[src/rtl/keypad_scanner.sv]
// Matrix keypad scanner: one-hot column drive, debounced active-low rows, key codes into a small FIFO.
// Latency: push DEBOUNCE scan ticks after the detection tick; key_valid rises the clk after the push.
// Backpressure: key_valid/key_ready handshake; a push into a full FIFO (no pop) is dropped and pulses overflow.
// Optional auto-repeat while held is enabled by defining KEYPAD_REPEAT_EN.
module keypad_scanner #(
    parameter int ROWS         = 4,
    parameter int COLS         = 4,
    parameter int SCAN_DIV     = 100,
    parameter int DEBOUNCE     = 4,
    parameter int FIFO_DEPTH   = 4,
    parameter int REPEAT_DELAY = 50,
    parameter int REPEAT_RATE  = 10,
    localparam int CW          = $clog2(ROWS * COLS)
) (
    input  logic            clk,
    input  logic            rst_n,
    input  logic [ROWS-1:0] row,
    output logic [COLS-1:0] col,
    output logic [CW-1:0]   key_code,
    output logic            key_valid,
    input  logic            key_ready,
    output logic            key_held,
    output logic            overflow
);
    localparam int TW   = $clog2(SCAN_DIV);
    localparam int DBW  = $clog2(DEBOUNCE + 1);
    localparam int CIW  = $clog2(COLS);
    localparam int RIW  = (ROWS > 1) ? $clog2(ROWS) : 1;
    localparam int AW   = $clog2(FIFO_DEPTH);
    localparam int CNTW = AW + 1;

    if (SCAN_DIV < 2 || DEBOUNCE < 1 || FIFO_DEPTH < 2 || (FIFO_DEPTH & (FIFO_DEPTH - 1)) != 0 ||
        REPEAT_DELAY < 1 || REPEAT_RATE < 1) begin : g_bad_cfg
        $error("keypad_scanner: illegal parameter combination");
    end

    typedef enum logic [1:0] {ST_SCAN, ST_DEB, ST_PRESSED, ST_RELEASE} state_t;

    logic [ROWS-1:0] row_s1_q, row_s2_q, row_act;
    logic [TW-1:0]   tick_cnt_q, tick_cnt_d;
    logic            tick;

    state_t          state_q, state_d;
    logic [COLS-1:0] col_q, col_d;
    logic [CIW-1:0]  col_idx_q, col_idx_d, cur_idx;
    logic [ROWS-1:0] pat_q, pat_d;
    logic [DBW-1:0]  deb_cnt_q, deb_cnt_d;
    logic            held_q, held_d;
    logic [RIW-1:0]  row_idx;
    logic            push;
    logic [CW-1:0]   push_code;

`ifdef KEYPAD_REPEAT_EN
    localparam int RPMAX = (REPEAT_DELAY > REPEAT_RATE) ? REPEAT_DELAY : REPEAT_RATE;
    localparam int RPW   = $clog2(RPMAX + 1);
    logic [RPW-1:0] rpt_cnt_q, rpt_cnt_d, rpt_last;
    logic           rpt_rate_q, rpt_rate_d;
`endif

    logic [CW-1:0]   mem_q [FIFO_DEPTH];
    logic [CW-1:0]   mem_d [FIFO_DEPTH];
    logic [AW-1:0]   wr_ptr_q, wr_ptr_d, rd_ptr_q, rd_ptr_d;
    logic [CNTW-1:0] cnt_q, cnt_d;
    logic            ovf_q, ovf_d;
    logic            pop, full, do_push;

    assign row_act = ~row_s2_q;

    always_comb begin
        tick       = (tick_cnt_q == TW'(SCAN_DIV - 1));
        tick_cnt_d = tick ? '0 : tick_cnt_q + 1'b1;
    end

    always_comb begin
        state_d   = state_q;
        col_d     = col_q;
        col_idx_d = col_idx_q;
        pat_d     = pat_q;
        deb_cnt_d = deb_cnt_q;
        held_d    = held_q;
        push      = 1'b0;
`ifdef KEYPAD_REPEAT_EN
        rpt_cnt_d  = rpt_cnt_q;
        rpt_rate_d = rpt_rate_q;
        rpt_last   = rpt_rate_q ? RPW'(REPEAT_RATE - 1) : RPW'(REPEAT_DELAY - 1);
`endif
        cur_idx = '0;
        for (int c = 0; c < COLS; c++)
            if (col_q[c]) cur_idx = CIW'(c);
        // Lowest pressed row in the latched pattern names the key.
        row_idx = '0;
        for (int r = ROWS - 1; r >= 0; r--)
            if (pat_q[r]) row_idx = RIW'(r);
        push_code = CW'(int'(row_idx) * COLS + int'(col_idx_q));

        if (tick) begin
            case (state_q)
                ST_SCAN: begin
                    if (row_act != '0) begin
                        state_d   = ST_DEB;
                        col_idx_d = cur_idx;
                        pat_d     = row_act;
                        deb_cnt_d = '0;
                    end else begin
                        col_d = {col_q[COLS-2:0], col_q[COLS-1]};
                    end
                end
                ST_DEB: begin
                    if (row_act != pat_q) begin
                        state_d = ST_SCAN;
                    end else if (deb_cnt_q == DBW'(DEBOUNCE - 1)) begin
                        state_d = ST_PRESSED;
                        held_d  = 1'b1;
                        push    = 1'b1;
`ifdef KEYPAD_REPEAT_EN
                        rpt_cnt_d  = '0;
                        rpt_rate_d = 1'b0;
`endif
                    end else begin
                        deb_cnt_d = deb_cnt_q + 1'b1;
                    end
                end
                ST_PRESSED: begin
                    if (row_act == '0) begin
                        state_d   = ST_RELEASE;
                        deb_cnt_d = '0;
                    end
`ifdef KEYPAD_REPEAT_EN
                    else if (rpt_cnt_q == rpt_last) begin
                        push       = 1'b1;
                        rpt_cnt_d  = '0;
                        rpt_rate_d = 1'b1;
                    end else begin
                        rpt_cnt_d = rpt_cnt_q + 1'b1;
                    end
`endif
                end
                ST_RELEASE: begin
                    // Release bounce falls back to PRESSED without a new code.
                    if (row_act != '0) begin
                        state_d = ST_PRESSED;
`ifdef KEYPAD_REPEAT_EN
                        rpt_cnt_d  = '0;
                        rpt_rate_d = 1'b0;
`endif
                    end else if (deb_cnt_q == DBW'(DEBOUNCE - 1)) begin
                        state_d = ST_SCAN;
                        held_d  = 1'b0;
                    end else begin
                        deb_cnt_d = deb_cnt_q + 1'b1;
                    end
                end
                default: state_d = ST_SCAN;
            endcase
        end
    end

    always_comb begin
        pop      = (cnt_q != '0) && key_ready;
        full     = (cnt_q == CNTW'(FIFO_DEPTH));
        do_push  = push && (!full || pop);
        ovf_d    = push && full && !pop;
        mem_d    = mem_q;
        if (do_push) mem_d[wr_ptr_q] = push_code;
        wr_ptr_d = do_push ? wr_ptr_q + 1'b1 : wr_ptr_q;
        rd_ptr_d = pop ? rd_ptr_q + 1'b1 : rd_ptr_q;
        case ({do_push, pop})
            2'b10:   cnt_d = cnt_q + 1'b1;
            2'b01:   cnt_d = cnt_q - 1'b1;
            default: cnt_d = cnt_q;
        endcase
    end

    always_ff @(posedge clk or negedge rst_n) begin
        if (!rst_n) begin
            row_s1_q   <= '1;
            row_s2_q   <= '1;
            tick_cnt_q <= '0;
            state_q    <= ST_SCAN;
            col_q      <= COLS'(1);
            col_idx_q  <= '0;
            pat_q      <= '0;
            deb_cnt_q  <= '0;
            held_q     <= 1'b0;
`ifdef KEYPAD_REPEAT_EN
            rpt_cnt_q  <= '0;
            rpt_rate_q <= 1'b0;
`endif
            for (int i = 0; i < FIFO_DEPTH; i++) mem_q[i] <= '0;
            wr_ptr_q   <= '0;
            rd_ptr_q   <= '0;
            cnt_q      <= '0;
            ovf_q      <= 1'b0;
        end else begin
            row_s1_q   <= row;
            row_s2_q   <= row_s1_q;
            tick_cnt_q <= tick_cnt_d;
            state_q    <= state_d;
            col_q      <= col_d;
            col_idx_q  <= col_idx_d;
            pat_q      <= pat_d;
            deb_cnt_q  <= deb_cnt_d;
            held_q     <= held_d;
`ifdef KEYPAD_REPEAT_EN
            rpt_cnt_q  <= rpt_cnt_d;
            rpt_rate_q <= rpt_rate_d;
`endif
            mem_q      <= mem_d;
            wr_ptr_q   <= wr_ptr_d;
            rd_ptr_q   <= rd_ptr_d;
            cnt_q      <= cnt_d;
            ovf_q      <= ovf_d;
        end
    end

    assign col       = col_q;
    assign key_code  = mem_q[rd_ptr_q];
    assign key_valid = (cnt_q != '0);
    assign key_held  = held_q;
    assign overflow  = ovf_q;

endmodule

[config.mk]
export PLATFORM = sky130hd
export DESIGN_NAME = keypad_scanner
export DESIGN_NICKNAME = d
export VERILOG_FILES = /design/src/rtl/keypad_scanner.sv
export SDC_FILE = /design/constraint.sdc
export NUM_CORES = 1
export LEC_CHECK = 0
export CAP_MARGIN = 0
export CORE_MARGIN = 2
export CORE_UTILIZATION = 25
export CTS_CLUSTER_DIAMETER = 120
export DETAILED_ROUTE_END_ITERATION = 10
export PLACE_DENSITY = 0.46
export SLEW_MARGIN = 10
export SYNTH_ARGS = -nofsm -noshare
export SYNTH_HDL_FRONTEND = slang
export SYNTH_SLANG_ARGS = --single-unit
export TNS_END_PERCENT = 50
[constraint.sdc]
create_clock -name clk -period 3.1 [get_ports clk]
set_input_delay 0.62 -clock clk [delete_from_list [all_inputs] [get_ports clk]]
set_output_delay 0.62 -clock clk [all_outputs]
set_load 0.01 [all_outputs]
---- Word-level counts from Yosys, hierarchy flattened ----
Index checks and enable logic that the tools add are counted.
word-level totals
  register bits ........................... 55
  bits in latches ......................... 0
  RAM bits ................................ 0
  ROM bits ................................ 0
  output and inout bits ................... 11
  logic and storage cells ................. 104
  memories kept ........................... 0
cells by class
  add/sub/neg operators ................... 7
  $mul .................................... 0
  div/mod/pow operators ................... 0
  $lt $le $gt $ge ......................... 3
  equality and inequality tests ........... 17
  shift-type cells ........................ 0
  multiplexer cells ....................... 37
  bitwise logic cells ..................... 4
  reduce and logical (&&, ||, !) cells .... 19
operators with widths
  kind                                                            count
  2-bit two-way mux                                               12
  16-bit bitwise mux                                              1
  3-bit two-way mux                                               5
  4-bit two-way mux                                               3
  2-bit inequality test (second input constant)                   6
  3-bit one-hot mux with 4 select lines                           1
  5-bit AND reduction                                             2
  1-bit two-way mux                                               9
  4-bit binary-select mux with 2-bit select                       1
  4-bit demux with 2-bit select                                   1
  2-bit one-hot mux with 4 select lines                           1
  7-bit by 1-bit adder with 7-bit output (second input constant)  1
  7-bit == test (second input constant)                           1
  7-bit two-way mux                                               1
  3-bit by 1-bit adder with 3-bit output (second input constant)  2
  2-bit == test (second input constant)                           3
  3-bit >= comparator (second input constant)                     2
  3-bit inequality test (second input constant)                   2
  2-bit NOT with 3-bit output                                     2
  3-bit one-hot mux with 2 select lines                           1
  3-bit AND reduction                                             2
  6-bit AND reduction                                             1
  1-bit logical AND                                               5
  2-bit by 1-bit adder with 2-bit output (second input constant)  2
  other kinds (17)                                                20

---- Depth between registers and ports, before layout ----
Gate-level depths: netlist of run 1.
  depth in word-level cells ............... 8
  depth in mapped cells ................... 11
  mapped depth without buffers ............ 11

---- Least setup slack after synthesis of run 1 ----
OpenSTA, ideal clock, no wires.
  path type ............................... input -> register
  start point ............................. in key_ready
  end point ............................... reg cnt_q[2]
  library setup time ...................... 0.079 ns
  data arrival time ....................... 2.153 ns
  required time ........................... 3.021 ns
  path slack .............................. 0.868 ns
  stages .................................. 9
  buffers on the path ..................... 0
  cell sequence ........................... nor4b_1 nor2_1 nand3_1 ha_1 inv_1 fa_1 xor2_1 nor2_1 xor2_1
on the way
  word-level cells in the longest chain between the ends .. 5
ends and longest elaborated chain
  what                                                                                RTL line  source
  start, declared                                                                     21        input logic key_ready,
  1-bit logical AND *                                                                 159       pop = (cnt_q != '0) && key_ready;
  1-bit logical OR                                                                    161       do_push = push && (!full || pop);
  1-bit logical AND                                                                   161
  2-bit by 1-bit == test with 1-bit output / 2-bit == test (equally long branches)    167       case ({do_push, pop})
  3-bit one-hot mux with 2 select lines / 2-bit nonzero test (equally long branches)  --
  end signal, assigned                                                                211       cnt_q <= cnt_d;
  end, declared                                                                       63        logic [CNTW-1:0] cnt_q, cnt_d;
Every way passes the cells marked *; elsewhere a longest branch is shown, timed or not.
A chain may end at the register's enable or synchronous reset.

---- Worst setup path after layout of run 1 ----
Same ends and word-level chain as after synthesis.

==> results of run 1 <==
==> per-layer routing <==
layer	part of all wire (%)	vias up	GRT usage, %	wire length [um]
met4	1.2	0	2.86	57
met1	51	767	12.8	2350
li1	-	756	-	-
met2	44	25	13.8	2040
met3	3.2	5	2.23	147
met5	0	-	0	0
==> final cells by class <==
type                       instances  area share, %
sequential                        55           46.6
timing repair buffer              20           6.30
multi-input combinational        127           36.8
inverter                          15           1.89
tap                              133           5.59
clock buffer                       6           2.44
clock inverter                     2          0.420
==> kinds of logic (layout without fill, tap and decap cells) <==
kind of cell    count (synthesis)  count (layout)  share of synthesized area, %
flops                          55              55                          54.0
simple gates                   51              51                          12.3
fa+ha+maj                       9               9                          4.68
xor+xnor                       13              13                          4.43
buf+inv                        21              43                          3.26
mux                            33              33                          15.8
compound gates                 21              21                          5.41
==> state kept, by name (all words and copies together), names as in the netlist <==
signal / count
cnt_q: 3
col: 4
col_idx_q: 2
deb_cnt_q: 3
key_held: 1
mem_q: 16
overflow: 1
pat_q: 4
rd_ptr_q: 2
row_s1_q: 4
row_s2_q: 4
state_q: 2
tick_cnt_q: 7
wr_ptr_q: 2
==> through the flow <==
step                util, %  instance area [um^2]
finish                 30.2                  2980
global placement       29.3                  2890
floorplan                 -                  2570
global route           30.2                  2980
detailed placement     29.3                  2890
CTS                    30.2                  2980
==> cells in the mapped netlist <==
| cell | instances | area [um^2] |
|---|---|---|
| a211oi_1 | 2 | 15.0 |
| a21boi_0 | 1 | 7.51 |
| a21oi_1 | 6 | 30.0 |
| a41oi_1 | 1 | 8.76 |
| and2_1 | 2 | 12.5 |
| and3_1 | 1 | 6.26 |
| and4_1 | 2 | 17.5 |
| buf_2 | 1 | 5.00 |
| buf_4 | 1 | 7.51 |
| clkbuf_1 | 4 | 15.0 |
| dfrtp_1 | 46 | 1150 |
| dfstp_2 | 9 | 236 |
| fa_1 | 1 | 20.0 |
| ha_1 | 8 | 100 |
| inv_1 | 15 | 56.3 |
| mux2_2 | 21 | 236 |
| mux2i_1 | 8 | 80.1 |
| mux4_2 | 4 | 90.1 |
| nand2_1 | 8 | 30.0 |
| nand2b_1 | 2 | 12.5 |
| nand3_1 | 8 | 40.0 |
| nand4_1 | 5 | 31.3 |
| nand4_2 | 1 | 12.5 |
| nor2_1 | 9 | 33.8 |
| nor2b_1 | 1 | 6.26 |
| nor3_1 | 1 | 5.00 |
| nor3b_4 | 1 | 18.8 |
| nor4_1 | 1 | 6.26 |
| nor4_2 | 1 | 12.5 |
| nor4b_1 | 1 | 8.76 |
| nor4b_4 | 1 | 23.8 |
| o2111ai_1 | 1 | 8.76 |
| o211ai_1 | 3 | 22.5 |
| o21ai_0 | 3 | 15.0 |
| o31ai_1 | 3 | 22.5 |
| o32ai_1 | 1 | 8.76 |
| or3_1 | 5 | 31.3 |
| or4_1 | 1 | 7.51 |
| xnor2_1 | 10 | 87.6 |
| xor2_1 | 3 | 26.3 |
==> how the worst min path moves through the flow <==
| stage | from | end | slack, ps | cells past startpoint |
|---|---|---|---|---|
| detailed placement | row_s1_q[2]$_DFF_PN1_ | row_s2_q[2]$_DFF_PN1_ | 350 | 0 |
| floorplan | rst_n | cnt_q[0]$_DFFE_PN0P_ | 320 | 0 |
| finish | row_s1_q[2]$_DFF_PN1_ | row_s2_q[2]$_DFF_PN1_ | 360 | 0 |
| global placement | row_s1_q[3]$_DFF_PN1_ | row_s2_q[3]$_DFF_PN1_ | 350 | 0 |
| CTS | row_s1_q[2]$_DFF_PN1_ | row_s2_q[2]$_DFF_PN1_ | 360 | 0 |
| global route | row_s1_q[3]$_DFF_PN1_ | row_s2_q[3]$_DFF_PN1_ | 370 | 0 |
==> power by group through the flow <==
stage	clock [W]	combinational, W	sequential, W
finish	0.000390	0.000167	0.000824
global route	0.000441	0.000193	0.000834
CTS	0.000411	0.000170	0.000824
detailed placement	0	0.000168	0.000836
global placement	0	0.000165	0.000839
floorplan	0	0.000139	0.000803
==> run metrics, run 1 <==
status completed; setup TNS 0 ps; CTS Hold Bufs 0; P_int 0.00101 W; Worst Setup Path Type input pin to flop; Synth Cell Area 2570 um^2; max-slew violations 0; post-route ant nets 0; Post-Syn Nets 219; GP Congestion 0.757; CP required 3330 ps; DRT Pass-1 Iters 4; final period utilization 83.0%; Syn Inst Count 203; Worst-path clk slew 90 ps; Power, Total 0.00138 W; pwr/cell area 464 nW/um^2; Buf/Inv on CP 2; final WL 4590 um; Leak 1.21 nW; Post CTS Setup Buffer Count 0; synth warn 0; CTS Sinks 55; switch share 26.6%; clock buffer depth 2; Psw 0.000368 W; CP Launch Type input pin; Reg power frac 59.7%; Setup Skew 4.58 ps; fill count 1007; CP endpoint kind flop; layout cells sized above 1 21.8%; Hold Path Class flop to flop; initial antenna violation count 0; GRT Util Overall 9.12%; Inserted Diodes 0; port bufs 17; Skew-Pair Late Insertion Delay 300 ps; HPWL after DPL 3170 um; R2R Setup Slk 750 ps; area of the multi-input gates 1100 um^2; final worst slack 527 ps; critical path's top delay family simple AND/OR/NAND/NOR gates; RSZ-0062 raised after global routing false; CORE AREA 9860 um^2; starting density of the core 26.0%; Die W 105 um; Final min period 2570 ps; vias per inst 4.34; maximum vdd drop 0.224 mV; FF+latch area 1390 um^2; crit-path max cell delay 420 ps; R2R depth 11; vias in the first global route 1595; combinational share of power 12.1%; Die H 105 um; via count 1553; pre-CTS setup slack 268 ps; cell breakdown of the critical path clkdlybuf4s50_1 > nor4b_1 > nor2_1 > nand3_1 > ha_1 > inv_1 > fa_1 > xor2_1 > nor2_1 > xor2_1; Post-route DRC 0; worst setup path end cnt_q[2]$_DFFE_PN0P_; crit path DAT 2800 ps; setup violators final 0; synth-to-layout area growth 16.0%; DIE AREA 11100 um^2; Setup crit start key_ready; commonest non-fill, non-tap cells in the layout dfrtp_1 (46), mux2_2 (21), clkdlybuf4s50_1 (16); Hold WS 359 ps; Final Hold Viols 0; syn avg cell area 12.6 um^2; CP Max Fanout 6; total gr overflow 0; FF-to-FF Start deb_cnt_q[0]$_DFFE_PN0P_; Max H-tree Level 2; Critical Path Stages 10; first-pass GRT wire length 8110 um; max cap viols 0; DRT iter0 DRCs 78; largest net degree at the start of global routing 56; fmax 0.389 GHz; row count 36; total CTS buffers 5; FF+latch count, synth 55; count of unique library cells instantiated by Yosys 40; CTS tree done; Root Buffer clkbuf_8; placed insts 350; # IOs 18; PostCTS Resize Cnt 0; Clock Power Share 28.2%; slowest CP cell clkdlybuf4s50_1; worst-margin pin slew 704 ps; fin nets 240; final non-filler cell total 358; Reg-to-Reg End cnt_q[2]$_DFFE_PN0P_; Max transition margin 53.1%; leading cell type in the layout, fill and taps excluded dfrtp_1; DR WL/cell 12.8 um; post-synthesis sequential area ratio 54.0%
(Power assumes the default switching activity.)
==> inputs of run 2 (changes only) <==
==> constraint.sdc (replaced) <==
create_clock -name clk -period 2.63 [get_ports clk]
set_input_delay 0.526 -clock clk [delete_from_list [all_inputs] [get_ports clk]]
set_output_delay 0.526 -clock clk [all_outputs]
set_load 0.01 [all_outputs]
==> run 2 against run 1 <==
Flip-flop and latch count is the same. Utilization grew 0.28 points. Clock skew grew 4.8 ps. First-iteration DRC count shrank 45%. Register-to-register slack lost 390 ps. Sequential share of layout area shrank 0.43 points. Die area is the same. Final area grew 0.92%. Largest cell class unchanged. Highest routed layer unchanged.
==> run metrics, run 2 (synthesized netlist as in run 1, its figures left out) <==
GRT Util Overall 9.04% (-0.078 points); DIE AREA 11100 um^2 (unchanged); CP Max Fanout 6 (unchanged); Final Hold Viols 0 (unchanged); CTS Sinks 55 (unchanged); first-pass GRT wire length 8010 um (-1.2%); max reg flops 16 (unchanged); CP Launch Type flop; final worst slack 205 ps (-322 ps); cell breakdown of the critical path mux4_2 > clkdlybuf4s50_1; Buf/Inv on CP 1 (-1); starting density of the core 26.0% (unchanged); clock buffer depth 2 (unchanged); pre-CTS setup slack -53.1 ps (-321 ps); maximum vdd drop 0.294 mV (+31%); CP endpoint kind output port; DRT iter0 DRCs 43 (-45%); Max transition margin 61.6% (+8.5 points); CTS tree done; via count 1563 (+0.64%); # IOs 18 (unchanged); Hold Path Class input pin to async pin; Final Core Density 30.5% (+0.28 points); port bufs 17 (unchanged); pwr/cell area 541 nW/um^2 (+17%); post-route ant nets 0 (unchanged); crit-path max cell delay 560 ps (+140 ps); layout cells sized above 1 22.5% (+0.69 points); fin nets 242 (+0.83%); fmax 0.412 GHz; Max H-tree Level 2 (unchanged); final WL 4690 um (+2.3%); Post-route DRC 0 (unchanged); DR WL/cell 13.0 um (+1.7%); worst-margin pin slew 575 ps (-128 ps); initial antenna violation count 0 (unchanged); total gr overflow 0 (unchanged); synth-to-layout area growth 17.1%; total CTS buffers 5 (unchanged); status completed; row count 36 (unchanged); Inserted Diodes 0 (unchanged); setup violators final 0 (unchanged); crit path DAT 1900 ps (-900 ps); max-slew violations 0 (unchanged); leading cell type in the layout, fill and taps excluded dfrtp_1; slowest CP cell dfrtp_1; R2R depth 11 (unchanged); Die H 105 um (unchanged); setup TNS 0 ps (unchanged); Setup Skew 9.33 ps (+4.75 ps); Worst Setup Path Type flop to output port; Skew-Pair Late Insertion Delay 300 ps (about the same); max cap viols 0 (unchanged); Die W 105 um (unchanged); commonest non-fill, non-tap cells in the layout dfrtp_1 (46), mux2_2 (21), clkdlybuf4s50_1 (16); RSZ-0062 raised after global routing false; fill count 1005 (-0.20%); vias per inst 4.34 (about the same); CP required 2100 ps (-1230 ps); largest net degree at the start of global routing 33 (-41%); HPWL after DPL 3380 um (+6.7%); CTS Hold Bufs 0 (unchanged); Largest Register mem_q; Final min period 2420 ps; Post CTS Setup Buffer Count 0 (unchanged); Critical Path Stages 2 (-8); Leak 1.23 nW (+1.3%); Worst-path clk slew 100 ps (about the same); critical path's top delay family flip-flops; biggest regs mem_q: 16 flops, tick_cnt_q: 7 flops; Root Buffer clkbuf_8; CORE AREA 9860 um^2 (unchanged); PostCTS Resize Cnt 0 (unchanged); final period utilization 92.2%; DRT Pass-1 Iters 4 (unchanged); GP Congestion 0.735 (-2.9%); vias in the first global route 1612 (+1.1%)
==> run 2: cell types whose count changed in the layout (fill, tap and decap cells not counted) <==
cell,previous run,this run
buf_12,0,1
buf_4,3,4
==> run 2: area by class of cell <==
| class | count | area, um^2 | share of cell area (%) |
|---|---|---|---|
| Sequential cell | 55 | 1390 | 46.2 |
| Multi-Input combinational cell | 127 | 1100 | 36.5 |
| Timing Repair Buffer | 22 | 215 | 7.16 |
| Tap cell | 133 | 166 | 5.53 |
| Clock buffer | 6 | 72.6 | 2.41 |
| Inverter | 15 | 56.3 | 1.87 |
| Clock inverter | 2 | 12.5 | 0.416 |
==> run 2: routing by layer <==
layer / GRT usage (%) / share of wire (%) / up-vias
met3: 2.23 / 2.5 / 2
li1: - / - / 768
met4: 2.86 / 0.89 / 0
met5: 0 / 0 / -
met2: 13.4 / 43 / 17
met1: 12.9 / 54 / 776
==> run 2: worst paths after layout <==
path / start / endpoint / slack (ps)
min in group clk: row_s1_q[3]$_DFF_PN1_ / row_s2_q[3]$_DFF_PN1_ / 360
hold / removal: rst_n / mem_q[13]$_DFFE_PN0P_ / 200
hold reg to reg: row_s1_q[3]$_DFF_PN1_ / row_s2_q[3]$_DFF_PN1_ / 360
setup / recovery: rd_ptr_q[0]$_DFFE_PN0P_ / key_code[0] / 210
max in group asynchronous: rst_n / row_s2_q[3]$_DFF_PN1_ / 1770
setup reg to reg: deb_cnt_q[0]$_DFFE_PN0P_ / cnt_q[2]$_DFFE_PN0P_ / 360
==> run 2: through the flow <==
| stage | hold slack (ps) | cell area (um^2) | cells | power (W) |
|---|---|---|---|---|
| after floorplan | 230 | 2570 | 203 | 0.00111 |
| after CTS | 232 | 3010 | 360 | 0.00166 |
| after detailed placement | 348 | 2920 | 352 | 0.00119 |
| after global placement | 347 | 2920 | 352 | 0.00119 |
| after global routing | 259 | 3010 | 360 | 0.00172 |
| final | 205 | 3010 | 360 | 0.00163 |
==> run 2: power breakdown <==
part	leakage, nW	switching, W	internal (W)	total (W)
registers	0.711	0.0000694	0.000899	0.000968
clock network	0.0412	0.000271	0.000187	0.000458
logic	0.478	0.0000901	0.000109	0.000199
total	1.23	0.000431	0.00119	0.00163
